<file path="config.mk">
export PLATFORM = sky130hd
export DESIGN_NAME = motion_magnitude
export DESIGN_NICKNAME = d
export VERILOG_FILES = /design/src/rtl/motion_pkg.sv /design/src/rtl/isqrt_seq.sv /design/src/rtl/motion_magnitude.sv
export SDC_FILE = /design/constraint.sdc
export NUM_CORES = 1
export LEC_CHECK = 0
export CORE_ASPECT_RATIO = 0.8
export CORE_MARGIN = 1
export CORE_UTILIZATION = 51
export DETAILED_ROUTE_END_ITERATION = 8
export PLACE_DENSITY = 0.69
export SLEW_MARGIN = 0
export SYNTH_ARGS = -nofsm -noshare
export SYNTH_HDL_FRONTEND = slang
export SYNTH_SLANG_ARGS = --single-unit
</file>
<file path="constraint.sdc">
create_clock -name clk -period 9.73 [get_ports clk]
set_clock_uncertainty 0.05 [all_clocks]
set_input_delay 1.946 -clock clk [delete_from_list [all_inputs] [get_ports clk]]
set_output_delay 1.946 -clock clk [all_outputs]
set_load 0.1 [all_outputs]
</file>
<file path="src/rtl/motion_pkg.sv">
// Shared types and helpers for the motion magnitude datapath.
// Holds the handshake FSM states, rounding modes and the abs helper.
package motion_pkg;

  typedef enum logic [1:0] {
    IDLE,
    SQUARE,
    ROOT,
    DONE
  } state_t;

  localparam int ROUND_FLOOR   = 0;
  localparam int ROUND_NEAREST = 1;

  // Magnitude of a w-bit two's-complement value held in the low bits of v.
  // The most negative value maps to 2^(w-1), so the result needs w bits.
  function automatic logic [31:0] abs_u(
    input logic [31:0] v,
    input int          w
  );
    logic [31:0] one;
    one = 32'd1;
    if (v[w-1])
      return (one << w) - v;
    else
      return v;
  endfunction

endpackage

</file>
<file path="src/rtl/isqrt_seq.sv">
// Bit-serial restoring integer square root, one root bit per cycle.
// Ports: start/rad in, root/exact out, done pulse after the last bit.
import motion_pkg::*;

module isqrt_seq #(
  parameter int W     = 9,
  parameter int ROUND = 0
) (
  input  logic           clk,
  input  logic           rst_n,
  input  logic           start,
  input  logic [2*W-1:0] rad,
  output logic [W-1:0]   root,
  output logic           exact,
  output logic           done
);

  localparam int CW = $clog2(W);

  logic [2*W-1:0] s_sh;
  logic [W-1:0]   q;
  logic [W+1:0]   r;
  logic [CW-1:0]  cnt;
  logic           busy;
  logic           done_r;

  logic [W+3:0]   r_sh;
  logic [W+3:0]   trial;
  logic           ge;
  logic [W+1:0]   r_nx;
  logic           up;

  // Bring down the next radicand pair and try to set the next root bit.
  assign r_sh  = {r, s_sh[2*W-1 -: 2]};
  assign trial = {2'b00, q, 2'b01};
  assign ge    = r_sh >= trial;
  assign r_nx  = ge ? (W+2)'(r_sh - trial)
                    : (W+2)'(r_sh);

  // sqrt(S) >= q + 1/2  <=>  S - q^2 > q for integers.
  assign up    = (ROUND == ROUND_NEAREST) &&
                 (r > {2'b00, q});
  assign root  = q + {{(W-1){1'b0}}, up};
  assign exact = (r == '0);
  assign done  = done_r;

  always_ff @(posedge clk or negedge rst_n) begin
    if (!rst_n) begin
      s_sh   <= '0;
      q      <= '0;
      r      <= '0;
      cnt    <= '0;
      busy   <= 1'b0;
      done_r <= 1'b0;
    end else begin
      done_r <= 1'b0;
      if (start) begin
        s_sh <= rad;
        q    <= '0;
        r    <= '0;
        cnt  <= CW'(W-1);
        busy <= 1'b1;
      end else if (busy) begin
        s_sh <= s_sh << 2;
        q    <= {q[W-2:0], ge};
        r    <= r_nx;
        if (cnt == '0) begin
          busy   <= 1'b0;
          done_r <= 1'b1;
        end else begin
          cnt <= cnt - 1'b1;
        end
      end
    end
  end

endmodule

</file>
<file path="src/rtl/motion_magnitude.sv">
// Magnitude sqrt(dx^2+dy^2) of a signed mouse delta, valid/ready in and out.
// Ports: in_valid/in_ready/dx/dy in, out_valid/out_ready/out_mag/out_exact out.
import motion_pkg::*;

module motion_magnitude #(
  parameter int W     = 9,
  parameter int ROUND = 0
) (
  input  logic         clk,
  input  logic         rst_n,
  input  logic         in_valid,
  output logic         in_ready,
  input  logic [W-1:0] dx,
  input  logic [W-1:0] dy,
  output logic         out_valid,
  input  logic         out_ready,
  output logic [W-1:0] out_mag,
  output logic         out_exact
);

  state_t         state;
  logic [W-1:0]   ax;
  logic [W-1:0]   ay;
  logic [2*W-1:0] sq;
  logic           start;
  logic [W-1:0]   root;
  logic           exact;
  logic           done;

  // Max is 2 * 2^(2W-2) = 2^(2W-1), so 2W bits never overflow.
  assign sq = ({{W{1'b0}}, ax} * {{W{1'b0}}, ax})
            + ({{W{1'b0}}, ay} * {{W{1'b0}}, ay});

  assign start = (state == SQUARE);

  isqrt_seq #(
    .W     (W),
    .ROUND (ROUND)
  ) u_isqrt (
    .clk   (clk),
    .rst_n (rst_n),
    .start (start),
    .rad   (sq),
    .root  (root),
    .exact (exact),
    .done  (done)
  );

  always_ff @(posedge clk or negedge rst_n) begin
    if (!rst_n) begin
      state     <= IDLE;
      in_ready  <= 1'b1;
      out_valid <= 1'b0;
      out_mag   <= '0;
      out_exact <= 1'b0;
      ax        <= '0;
      ay        <= '0;
    end else begin
      unique case (state)
        IDLE: begin
          if (in_valid) begin
            ax       <= W'(abs_u(32'(dx), W));
            ay       <= W'(abs_u(32'(dy), W));
            in_ready <= 1'b0;
            state    <= SQUARE;
          end
        end
        SQUARE: begin
          state <= ROOT;
        end
        ROOT: begin
          if (done) begin
            out_mag   <= root;
            out_exact <= exact;
            out_valid <= 1'b1;
            state     <= DONE;
          end
        end
        DONE: begin
          if (out_ready) begin
            out_valid <= 1'b0;
            in_ready  <= 1'b1;
            state     <= IDLE;
          end
        end
        default: begin
          state <= IDLE;
        end
      endcase
    end
  end

endmodule

</file>
**Word level (Yosys, flattened, before mapping)**

Cells that the tools add are included.

- Register bits: 76
- Output and inout port bits: 12

- $add $sub $neg: 5
- Multiply operators: 2
- $lt $le $gt $ge: 1
- Equality and inequality tests: 7
- Mux-type cells: 28
- Reduce and logical (&&, ||, !) cells: 12

Operators with widths:

| cell | number |
|---|---|
| $mul 9x9->18 | 2 |
| $mux 18 | 2 |
| $mux 9 | 4 |
| $mux 11 | 3 |
| $add 18x18->18 | 1 |
| $sub 1x9->9 const A | 2 |
| $ge 13x11->1 | 1 |
| $mux 4 | 3 |
| $logic_not 11->1 | 1 |
| $sub 11x11->11 | 1 |
| $mux 1 | 10 |
| $reduce_and 3->1 | 3 |
| $pmux 2 s4 | 1 |
| $mux 2 | 3 |
| $ne 2x2->1 const B | 3 |
| $reduce_and 2->1 | 3 |
| $reduce_bool 2->1 | 3 |
| $eq 2x2->1 const B | 2 |
| $logic_not 4->1 | 1 |
| $pmux 1 s2 | 2 |
| $sub 4x1->4 const B | 1 |
| $eq 2x1->1 const B | 1 |
| $logic_not 2->1 | 1 |
| $ne 2x1->1 const B | 1 |

**Depth between registers and ports, before layout**

Gate-level depths: netlist of run 1.

- Word-level depth: 4
- Depth in mapped cells: 21

**Hierarchy**

A second synthesis of run 1 with hierarchy kept.

- Cell total of the unflattened synthesis: 939
- Area total of the unflattened synthesis: 8623.3 µm²

Modules (own cells, without submodules):

| module | times used | cells each | area an instance (µm²) | sequential area each (µm²) |
|---|---|---|---|---|
| motion_magnitude | 1 | 662 | 6049.6 | 802.0 |
| isqrt_seq | 1 | 277 | 2573.7 | 1101.1 |

**Worst setup path after synthesis of run 1**

OpenSTA, ideal clock, no wires.

- Kind: register to register
- Start point: register ay[6]
- End point: register u_isqrt.s_sh[13]
- Library setup time: 0.120 ns
- Arrival: 5.490 ns
- Data required time: 9.560 ns
- Path slack: 4.070 ns
- Cell stages (with the launch flop): 22
- Period minus slack after synthesis: 5.660 ns
- Path through: dfrtp_1 > clkbuf_1 > and2_1 > inv_1 > fa_1 > inv_1 > fa_1 > inv_1 > fa_1 > inv_1 > fa_1 > fa_1 > inv_1 > fa_1 > inv_1 > ha_1 > and2_1 > o2111a_1 > nor2_1 > a21boi_0 > or3_1 > a31o_1

- Cells in the longest elaborated chain, start to end: 3

Ends and longest elaborated chain:

| what | RTL line | text |
|---|---|---|
| from (decl) | motion_magnitude.sv:23 | `logic [W-1:0] ay;` |
| from (signal assigned) | motion_magnitude.sv:63 | `ay <= W'(abs_u(32'(dy), W));` |
| $mul 9x9->18 | motion_magnitude.sv:32 | `+ ({{W{1'b0}}, ay} * {{W{1'b0}}, ay});` |
| $add 18x18->18 | motion_magnitude.sv:32 |  |
| $mux 18 | isqrt_seq.sv:57 | `if (start) begin` |
| to (signal assigned) | isqrt_seq.sv:58 | `s_sh <= rad;` |
| to (signal assigned) | isqrt_seq.sv:64 | `s_sh <= s_sh << 2;` |
| to (decl) | isqrt_seq.sv:20 | `logic [2*W-1:0] s_sh;` |

No other way between the ends.
A chain may end at the register's enable or synchronous reset.

**Worst setup path after layout of run 1**

Same ends and word-level chain as after synthesis.

==> flow_summary.toml, run 1 <==
[global_routing]
grt_overflow_total = 0
grt_pass1_vias = 5791
grt_start_max_net_pins = 77
grt_use_total_pct = 21.0
antenna_found_initial = 0
grt_pass1_wl_um = 28400

[logic_synthesis]
synth-compound-area-share_pct = 11.5
synth_mux_area_share_pct = 4.08
ys_ff_latch = 76
yosys.area_share.simple_pct = 12.9
yosys_warnings = 0
syn_avg_cell_area_um2 = 9.13
synth_top_area_share_pct = 22.7
syn-cell-area_um2 = 8460
yosysSeqAreaShare_pct = 22.5
synth_largest_area_cell = "fa_1"
synth_edf_count = 0
synth_top_family_by_area = "adder cells"
synthAdderAreaFrac_pct = 34.7
synthDistinctLibCells = 57
synth_area_leaders = "fa_1 (23%), dfrtp_1 (22%), ha_1 (12%)"
yosys.area_share.xor_xnor_pct = 4.97
synth_ff_type = "dfrtp_1"
synthCells = 927
syn_nets = 1126
async_flop_share_pct = 100

[die]
placementRows = 41
dieArea_um2 = 17100
io_pins = 34
fp.dieW_um = 146
initial_core_util_pct = 52.9
coreArea_um2 = 16000
fp.dieH_um = 117

[place]
dp_cells = 1141
hpwl_um = 13300
gp_congestion = 0.829
port_buffers = 33
dp_slack_ns = 3.75

[sta]
relSlewSlack_pct = 27.5
fmax_mhz = 167
finalHoldViolCount = 0
rsz0062_at_grt = "no"
timing.hold.ws_ns = 0.434
worstMarginPinSlew_ns = 1.08
setup_violations = 0
drv_slew = 0
final.setup.tns_ns = 0
layout_min_cycle_time_ns = 5.98
setup_slack_ns = 3.75
period_share_pct = 61.4

[layout]
fillers = 1457
drive_above_1_share_pct = 2.97
final_cells = 1157
fin_nets = 1136
area_growth_pct = 9.18
antenna_cells = 0
seqCellArea_um2 = 1900
multi_input_comb_area_um2 = 5760

[clock_network]
clk_latency_ns = 0.34
clk_pin_slew_ns = 0.07
cts_resized = 0
cts_buffers = 9
clkSinkCount = 76
cts_buffer_depth = 2
cts.htree.levels = 3
ctsHoldBuffers = 0
post-cts-setup-buffers = 0
cts-root-buf = "clkbuf_16"
cts_tree = "yes"

[routing]
routed_wl_um = 16300
wl_per_cell_um = 14.1
via_per_inst = 5.15
vias = 5955
dr.first_iter.drc_count = 236
ant_nets = 0
dr.pass1.iters = 5
drc = 0

[critical_path]
rr_startpoint = "ay[6]$_DFFE_PN0P_"
critPathArrivalTime_ns = 6.16
timing.critical_path.to = "u_isqrt.s_sh[13]$_DFFE_PN0P_"
critPathLaunchType = "flip-flop"
worstSetupEndpointType = "flip-flop"
cp_max_fo = 10
rr_endpoint = "u_isqrt.s_sh[13]$_DFFE_PN0P_"
crit_start = "ay[6]$_DFFE_PN0P_"
crit_path_top_delay_cell = "fa_1"
worstSetupPathType = "flip-flop to flip-flop"
rrSetupSlack_ns = 3.75
critical_path_required_ns = 9.91
worst_path_largest_cell_delay_ns = 0.59
reg2reg_depth = 20
crit_chain = "and2_1 -> inv_1 -> fa_1 -> inv_1 -> fa_1 -> inv_1 -> fa_1 -> inv_1 -> fa_1 -> fa_1 -> inv_1 -> fa_1 -> inv_1 -> ha_1 -> and2_1 -> o2111a_1 -> nor2_1 -> a21boi_0 -> or3_1 -> a31o_1"

[job]
drv_cap = 0

[hold_path]
hold_path.class = "flip-flop to flip-flop"

[outcome]
run_status = "complete, no violations"
## through the flow
step	area [um2]	utilization (%)
6_report	9240	57.7
5_1_grt	9240	57.7
4_1_cts	9240	57.7
3_5_place_dp	8920	55.7
3_3_place_gp	8920	55.7
2_1_floorplan	8460	-
## final cells by class
cell class / count / area share (%)
clock inverter: 7 / 1.00
timing repair buffer: 34 / 3.63
tap: 215 / 2.91
clock buffer: 9 / 2.44
multi-input combinational: 642 / 62.3
sequential: 76 / 20.6
inverter: 174 / 7.07
## worst max-delay path: cells and delay by family (launching register included)
family,cells,cell delay [ns]
simple gates,4,0.95
flops,1,0.53
compound gates,3,0.58
fa+ha+maj,7,3.40
buf+inv,6,0.35
## how the worst min path moves through the flow
stage                             start                        to  slack (ns)  cells past startpoint
5_1_grt          out_mag[7]$_DFFE_PN0P_    out_mag[7]$_DFFE_PN0P_        0.47                      2
6_report         out_mag[7]$_DFFE_PN0P_    out_mag[7]$_DFFE_PN0P_        0.43                      2
3_5_place_dp     out_mag[7]$_DFFE_PN0P_    out_mag[7]$_DFFE_PN0P_        0.42                      2
2_1_floorplan  u_isqrt.q[8]$_DFFE_PN0P_  u_isqrt.q[8]$_DFFE_PN0P_        0.44                      2
3_3_place_gp     out_mag[4]$_DFFE_PN0P_    out_mag[4]$_DFFE_PN0P_        0.41                      2
4_1_cts          out_mag[7]$_DFFE_PN0P_    out_mag[7]$_DFFE_PN0P_        0.44                      2
## cells in the final DEF, fill, tap and decap left out, drive strengths merged, types with 10 or more instances in the layout
master / Yosys / layout
nor2: 46 / 46
o21ai: 63 / 63
nor3: 10 / 10
xor2: 21 / 21
nor2b: 14 / 14
xnor2: 27 / 27
mux2i: 30 / 30
a211oi: 12 / 12
dfrtp: 75 / 75
nand2: 96 / 96
ha: 81 / 81
inv: 174 / 177
a21oi: 21 / 21
and2: 38 / 38
fa: 96 / 96
clkdlybuf4s50: 0 / 32
## state kept, by name (all words and copies together), names as in the netlist
name	flops
out_mag	9
in_ready	1
u_isqrt.r	11
u_isqrt.done	1
u_isqrt.s_sh	18
u_isqrt.q	9
out_exact	1
state	2
out_valid	1
ax	9
u_isqrt.busy	1
u_isqrt.cnt	4
ay	9
## synthesized netlist by cell type (3+ instances only)
cell type and number:
nand2b_1 6, nor3_1 10, mux2i_1 30, a21o_1 9
o31a_1 3, dfrtp_1 75, a211oi_1 12, nor2_1 46
inv_1 174, o31ai_1 5, mux2_2 4, o211ai_1 3
nor2b_1 14, a211o_1 3, o21ai_1 6, a31oi_1 4
or2_2 3, nor4_1 4, xor2_1 21, clkbuf_1 29
nand2_1 96, fa_1 96, and2_1 38, xnor2_1 27
or3_1 5, a21oi_1 21, o21a_1 4, nand3_1 4
o2111a_1 3, ha_1 81, o21ai_0 57
## per-layer routing
metal	GRT usage [%]	vias up	routed length, um	share of wire, %
li1	-	2978	-	-
met1	31.9	2866	8460	52
met2	31.6	98	7060	43
met3	3.22	13	666	4.1
met4	4.65	0	156	0.95
met5	0	-	0	0
## kinds of logic (layout without fill, tap and decap cells)
group,after synthesis,in the layout
XOR/XNOR,48,48
buffers and inverters,209,224
multiplexers,34,34
adder cells (fa/ha/maj),177,177
AO/OA/AOI/OAI,150,150
AND/OR/NAND/NOR,233,233
flip-flops,76,76
Power of run 1 is not shown: default switching activity piles up to over one toggle a cycle in this logic, so the estimate is an artifact.
==> inputs of run 2 (changes only) <==
- PLACE_DENSITY: 0.69 -> 0.71
- clock period: 9.73 -> 4.9 ns (I/O delays scaled with it)
==> flow_summary.toml, run 2 (same netlist as run 1, synthesis figures left out) <==
[layout]
biggestRegsByFlops = "u_isqrt.s_sh (18), u_isqrt.r (11)"
area_growth_pct = 24.1
largest_reg_flops = 18
drive_above_1_share_pct = 21.9
mostFrequentLayoutCells = "inv_1 (154), buf_4 (100), nand2_1 (90)"
antenna_cells = 0
layout_commonest_cell = "inv_1"
fillers = 1338
fin_nets = 1248
regMostFlops = "u_isqrt.s_sh"

[sta]
worstMarginPinSlew_ns = 1.09
period_share_pct = 108
layout_min_cycle_time_ns = 5.30
timing.hold.ws_ns = 0.430
setup_slack_ns = -0.403
rsz0062_at_grt = "yes"
fmax_mhz = 189
finalHoldViolCount = 0
setup_violations = 10
drv_slew = 0
relSlewSlack_pct = 27.2

[global_routing]
grt_use_total_pct = 22.7
grt_pass1_wl_um = 30900
grt_pass1_vias = 6354
antenna_found_initial = 0
grt_overflow_total = 0
grt_start_max_net_pins = 77

[critical_path]
crit_chain = "buf_6 -> nand2_4 -> inv_2 -> fa_1 -> inv_2 -> fa_2 -> inv_2 -> fa_1 -> fa_1 -> fa_1 -> inv_1 -> fa_1 -> inv_2 -> ha_4 -> and2_4 -> o2111a_1 -> nor2_2 -> a21boi_2 -> or3_1 -> a31o_1"
critical_path_required_ns = 5.10
cpMostUsedCell = "fa_1"
critPathArrivalTime_ns = 5.50
cp_max_fo = 2
critPathLaunchType = "flip-flop"
worstSetupEndpointType = "flip-flop"
worst_path_largest_cell_delay_ns = 0.55
crit_path_top_delay_cell = "fa_1"
worstSetupPathType = "flip-flop to flip-flop"

[routing]
routed_wl_um = 17700
dr.pass1.iters = 5
ant_nets = 0
vias = 6471
dr.first_iter.drc_count = 361
via_per_inst = 5.10
drc = 0
wl_per_cell_um = 14.0

[clock_network]
clk_latency_ns = 0.35
cts.htree.levels = 3
cts_buffer_depth = 2
cts_buffers = 9
clk_pin_slew_ns = 0.08
clkSinkCount = 76
cts-root-buf = "clkbuf_16"
cts_tree = "yes"
ctsHoldBuffers = 0

[die]
placementRows = 41
initial_core_util_pct = 52.9
fp.dieW_um = 146
dieArea_um2 = 17100
coreArea_um2 = 16000
fp.dieH_um = 117
io_pins = 34

[outcome]
run_status = "complete, but fails checks"
violations = "negative setup slack"

[place]
gp_congestion = 0.867
hpwl_um = 13700
port_buffers = 33
dp_slack_ns = -0.488

[hold_path]
hold_path.class = "flip-flop to flip-flop"

[job]
drv_cap = 0
==> run 2: cell count changes in the layout (fill, tap and decap cells not counted), moves of 9 or more <==
cell     delta
buf_4      +98
inv_1      -20
inv_2      +20
buf_6      +14
dfrtp_1    -13
dfrtp_2    +13
ha_1       -11
ha_4       +10
and2_1      -9
and2_4      +9
==> run 2: area by class of cell <==
class	instances	area (um2)	area share [%]
clock inverters	7	93.8	0.894
inverters	174	653	6.22
clock buffers	9	225	2.14
flip-flops and latches	76	1920	18.3
multi-input cells	642	6110	58.2
well taps	215	269	2.56
repair buffers	146	1230	11.7
==> run 2: routing by layer <==
layer	part of all wire (%)	vias up	GRT usage [%]	routed length, um
li1	-	3211	-	-
met1	51	3118	33.5	8950
met2	44	125	35.2	7780
met3	4.5	17	3.68	794
met4	1.1	0	4.86	188
met5	0	-	0	0
==> run 2: worst paths after layout <==
| check | start | endpoint | slack, ns | depth (start not counted) |
|---|---|---|---|---|
| max in group asynchronous | rst_n | ay[2]$_DFFE_PN0P_ | 3.36 | 1 |
| setup reg to reg | ax[6]$_DFFE_PN0P_ | u_isqrt.s_sh[13]$_DFFE_PN0P_ | -0.40 | 20 |
| min in group asynchronous | rst_n | u_isqrt.q[6]$_DFFE_PN0P_ | 0.73 | 1 |
| setup / recovery | ax[6]$_DFFE_PN0P_ | u_isqrt.s_sh[13]$_DFFE_PN0P_ | -0.40 | 20 |
| hold reg to reg | out_mag[4]$_DFFE_PN0P_ | out_mag[4]$_DFFE_PN0P_ | 0.43 | 2 |
| hold / removal | out_mag[4]$_DFFE_PN0P_ | out_mag[4]$_DFFE_PN0P_ | 0.43 | 2 |
==> run 2: worst max-delay path, delay by kind of cell (launching register included) <==
family	cells	cell delay [ns]
buf+inv	6	0.37
flops	1	0.42
compound gates	3	0.52
simple gates	4	0.66
fa+ha+maj	7	3.19
==> run 2: stage by stage <==
step / cell area [um2] / setup TNS (ns) / cells / utilization [%]
floorplan: 8710 / -0.979 / 927 / -
global placement: 9760 / -2.89 / 1234 / 61.0
detailed placement: 9760 / -3.57 / 1234 / 61.0
CTS: 10400 / -2.61 / 1266 / 65.0
global route: 10500 / -4.67 / 1269 / 65.6
finish: 10500 / -2.74 / 1269 / 65.6
==> run 2: timing repair <==
item	in CTS	in global routing
resized for setup	54	27
setup buffers	16	3
pin swaps	40	17
gates cloned	0	0
endpoints found under the setup margin	10	11
Power of run 2 is left out for the same reason.
